`config.mk`:
```
export PLATFORM = sky130hd
export DESIGN_NAME = proc_control_fsm
export DESIGN_NICKNAME = d
export VERILOG_FILES = /design/src/rtl/proc_control_fsm.sv
export SDC_FILE = /design/constraint.sdc
export NUM_CORES = 1
export LEC_CHECK = 0
export CAP_MARGIN = 20
export CORE_MARGIN = 2
export CORE_UTILIZATION = 35
export DETAILED_ROUTE_END_ITERATION = 10
export PLACE_DENSITY_LB_ADDON = 0.08
export SLEW_MARGIN = 20
export SYNTH_ARGS = -nofsm -noshare
export SYNTH_HDL_FRONTEND = slang
export SYNTH_SLANG_ARGS = --single-unit
```
`constraint.sdc`:
```
create_clock -name clock_i -period 1.7 [get_ports clock_i]
set_input_delay 0.34 -clock clock_i [delete_from_list [all_inputs] [get_ports clock_i]]
set_output_delay 0.34 -clock clock_i [all_outputs]
set_load 0.03 [all_outputs]
```
`src/rtl/proc_control_fsm.sv`:
```
// Control sequencer for the simple 9-bit processor: fetches an instruction in T0
// and issues per-step register-select, ALU, bus and handshake strobes over T1..T3.
module proc_control_fsm #(
    parameter int unsigned DIN_W = 9
) (
    input  logic             clock_i,
    input  logic             reset_i,
    input  logic             run_i,
    input  logic [DIN_W-1:0] din_i,
    output logic [7:0]       rin_o,
    output logic [7:0]       rout_o,
    output logic             ain_o,
    output logic             gin_o,
    output logic             gout_o,
    output logic             dinout_o,
    output logic             addsub_o,
    output logic             done_o,
    output logic [1:0]       tstep_o
);

    localparam int unsigned IR_W  = 9;
    localparam int unsigned SEL_W = 8;

    typedef enum logic [1:0] {
        T0 = 2'd0,
        T1 = 2'd1,
        T2 = 2'd2,
        T3 = 2'd3
    } tstep_e;

    tstep_e          state_q, state_d;
    logic [IR_W-1:0] ir_q, ir_d;
    logic [2:0]      opcode, reg_x, reg_y;

    assign opcode = ir_q[8:6];
    assign reg_x  = ir_q[5:3];
    assign reg_y  = ir_q[2:0];

    // Register index k selects bit (7-k): R0 is the MSB.
    function automatic logic [SEL_W-1:0] sel(input logic [2:0] k);
        return SEL_W'(8'h80 >> k);
    endfunction

    always_ff @(posedge clock_i or posedge reset_i) begin
        if (reset_i) begin
            state_q <= T0;
            ir_q    <= '0;
        end else begin
            state_q <= state_d;
            ir_q    <= ir_d;
        end
    end

    always_comb begin
        state_d  = state_q;
        ir_d     = ir_q;
        rin_o    = '0;
        rout_o   = '0;
        ain_o    = 1'b0;
        gin_o    = 1'b0;
        gout_o   = 1'b0;
        dinout_o = 1'b0;
        addsub_o = 1'b0;
        done_o   = 1'b0;

        case (state_q)
            T0: begin
                if (run_i) begin
                    ir_d    = din_i[IR_W-1:0];
                    state_d = T1;
                end
            end
            T1: begin
                case (opcode)
                    3'b000: begin
                        rout_o  = sel(reg_y);
                        rin_o   = sel(reg_x);
                        done_o  = 1'b1;
                        state_d = T0;
                    end
                    3'b001: begin
                        dinout_o = 1'b1;
                        rin_o    = sel(reg_x);
                        done_o   = 1'b1;
                        state_d  = T0;
                    end
                    3'b010, 3'b011: begin
                        rout_o  = sel(reg_x);
                        ain_o   = 1'b1;
                        state_d = T2;
                    end
                    default: begin
                        done_o  = 1'b1;
                        state_d = T0;
                    end
                endcase
            end
            // T2/T3 are only reachable from add/sub; opcode[0] distinguishes sub.
            T2: begin
                rout_o   = sel(reg_y);
                gin_o    = 1'b1;
                addsub_o = opcode[0];
                state_d  = T3;
            end
            T3: begin
                gout_o  = 1'b1;
                rin_o   = sel(reg_x);
                done_o  = 1'b1;
                state_d = T0;
            end
            default: state_d = T0;
        endcase
    end

    assign tstep_o = 2'(state_q);

endmodule
```
==> summary.md <==
| Metric | Value |
|---|---|
| Outcome | `complete, but fails checks` |
| Failing checks | `negative setup slack` |
| Met2 WL | `~1.3 mm` |
| Final wirelength | `2.358 mm` |
| Worst Setup Start Kind | `flop` |
| Lkg Pwr | `0.6267 nW` |
| WP data required | `1.36 ns` |
| Clock Latency Late Sink | `0.26 ns` |
| Unrepaired setup endpoints after global routing | `yes` |
| Initial core utilization | `roughly 38%` |
| Synth cell count leaders | `dfrtp_1, mux2_2, nor2_1` |
| Syn_nets | `89` |
| N_diodes | `0` |
| Largest net degree at the start of global routing | `12` |
| Final ANT Viol Nets | `0` |
| Setup TNS | `-7.019 ns` |
| Synthesized area | `744.5 um^2` |
| Placeable core area | `1982 um^2` |
| Worst rel slew slack | `a little over two thirds` |
| Post-synth top flop | `dfrtp_1` |
| Critical path's largest stage delay | `0.41 ns` |
| Cell Rows | `16` |
| Initial DRT Pass Iterations | `1` |
| Max_cap viols | `0` |
| Critical Path End Type | `primary output` |
| CP arrival | `1.82 ns` |
| Crit share post-route | `127.0%` |
| Final worst slack | `-0.4591 ns` |
| Num CTS Buffers | `3` |
| # nets final | `between 100 and 150` |
| Fmax | `463.2 MHz` |
| Cells along the critical path | `inv_4 -> ha_4 -> or3b_4 -> o32ai_4 -> buf_6` |
| Post-DP HPWL | `1.753 mm` |
| Peak supply drop | `1.295 mV` |
| Total track usage | `19.24%` |
| DP Worst Slack | `-0.1790 ns` |
| Post-synth EDFFs | `0` |
| Wire per inst | `about 15 um` |
| Final Setup Violations | `21` |
| Worst hold slack | `0.3585 ns` |
| GP Congestion | `0.7347` |
| Die area | `approximately 2500 um^2` |
| Gr ovfl total | `0` |
| Synth top area share | `~37%` |
| H-tree lvl count | `1` |
| Register area share after synthesis | `36.97%` |
| Clock skew | `0.002085 ns` |
| Number of remaining DRC errors | `0` |
| Met3 WL | `89 um` |
| Routed vias/inst | `4.949` |
| Share of layout cells above drive strength 1 | `between 60 and 70%` |
| Wire length on met1 | `972 um` |
| Top Metal Used | `met4` |
| Final Slew Violations | `0` |
| Power Density | `1858 nW/um^2` |
| Yosys cell types | `26` |
| Largest area contributor in the netlist | `dfrtp_1` |
| Fraction of registers with async set or reset after synthesis | `100.0%` |
| Ports | `36` |
| P&R area growth vs syn | `112.9%` |
| Detailed Route Iter0 Violations | `0` |
| Vias in the first global route | `around 810` |
| Slowest stage cell, crit path | `dfrtp_2` |
| Mean post-synth cell area | `10.34 um^2` |
| Count leader, synth | `dfrtp_1` |
| Crit path max fanout | `4` |
| Fillers | `about 120` |
| Dpl cells | `150` |
| Via count | `782` |
| Hold Crit Class | `input pin to asynchronous set/reset pin` |
| Root Buffer | `clkbuf_4` |
| PortBufs | `35` |
| CP bufs+invs | `2` |
| Chip Height | `50.12 um` |
| Max clock buf depth | `2` |
| Area contributors post-synth | `dfrtp_1, mux2_2, ha_1` |
| Worst-Margin Slew | `0.4438 ns` |
| Final Non-Filler Cells | `158` |
| Fin crit period | `roughly 2.2 ns` |
| Initial antenna violation count | `0` |
| #FFs+latches synth | `11` |
| Mapped Cells | `72` |
| Final number of hold-violating endpoints | `0` |
| Die width | `50.12 um` |
| First-pass GRT wire length | `3.650 mm` |
| Final core occ | `79.99%` |
| CTS tree | `done` |
| Num Clock Sinks | `11` |
| Critical path type | `flop to primary output` |
| CTS clk-pin slew, worst paths | `0.06 ns` |
| Syn. warnings | `0` |
| Delay-heaviest family, CP | `flip-flops` |
==> worst reg2reg max path: cells and delay by family, from the launching register on <==
kind          cells  cell delay (ns)
buf+inv           3             0.44
flops             1             0.44
mux               1             0.26
fa+ha+maj         1             0.15
simple gates      1             0.08
==> routing by layer <==
metal | GRT usage [%] | vias up
li1 | - | 384
met1 | 23.00 | 370
met2 | 34.65 | 25
met3 | 3.030 | 3
met4 | 6.019 | 0
met5 | 0 | -
==> power by group <==
part | switching [mW] | total [mW] | internal (mW)
Combinational | 1.12 | 2.18 | 1.07
Sequential | 0.197 | 0.597 | 0.399
Clock | 0.0756 | 0.166 | 0.0905
Total | 1.39 | 2.95 | 1.56
==> final timing paths <==
check                            from                    endpoint  slack [ns]  depth (start not counted)
max reg2reg                tstep_o[0]                        flop        0.22                          6
max                        tstep_o[0]                   rout_o[7]       -0.46                          5
min                           reset_i                     ir_q[8]        0.36                          2
max in group asynchronous     reset_i  asynchronous set/reset pin        1.04                          2
min reg2reg                   ir_q[5]                     ir_q[5]        0.57                          1
min in group clock_i          ir_q[5]                     ir_q[5]        0.57                          1
==> repair_timing <==
| action | 4_1_cts | 5_1_grt |
|---|---|---|
| resized for setup | 33 | 5 |
| setup endpoints to repair | 24 | 22 |
| pin swaps | 11 | 7 |
| hold buffers | 0 | 0 |
| setup buffers | 2 | 3 |
==> sequential cells by signal (all words and copies together), names as in the netlist, named ones only <==
register,count
ir_q,9
tstep_o,1
==> final cells by class <==
class / instances / area (um^2) / share of cell area [%]
tap: 27 / 33.78 / 2.131
clock buffer: 4 / 26.28 / 1.657
inverter: 4 / 20.02 / 1.263
sequential: 11 / 277.8 / 17.52
timing repair buffer: 55 / 529.3 / 33.39
multi-input combinational: 57 / 698.2 / 44.04
==> logic make-up after synthesis <==
group	count (synthesis)	synth area share (%)
buf+inv	4	2.016
mux	10	15.13
flops	11	36.97
fa+ha+maj	5	8.403
simple gates	29	24.37
compound gates	13	13.11
==> layout by cell type, fill, tap and decap left out, types with 2 or more instances in the layout <==
cell type	n
buf_6	23
buf_4	19
clkdlybuf4s50_1	11
mux2_2	10
dfrtp_1	9
nor2_4	6
o32ai_4	4
o22ai_2	4
ha_4	4
nor2_1	3
clkbuf_4	3
inv_4	2
nand2_1	2
nand3b_1	2
nand2b_1	2
o21bai_4	2
inv_1	2
dfrtp_2	2
dlygate4sd2_1	2
==> metrics by stage <==
step | total power, mW | area [um^2]
after floorplan | 1.794 | 930.9
after global placement | 2.411 | 1380
after detailed placement | 2.460 | 1380
after CTS | 2.838 | 1550
after global routing | 3.131 | 1585
final | 2.946 | 1585
No activity file was read; power rests on OpenSTA's default activity.
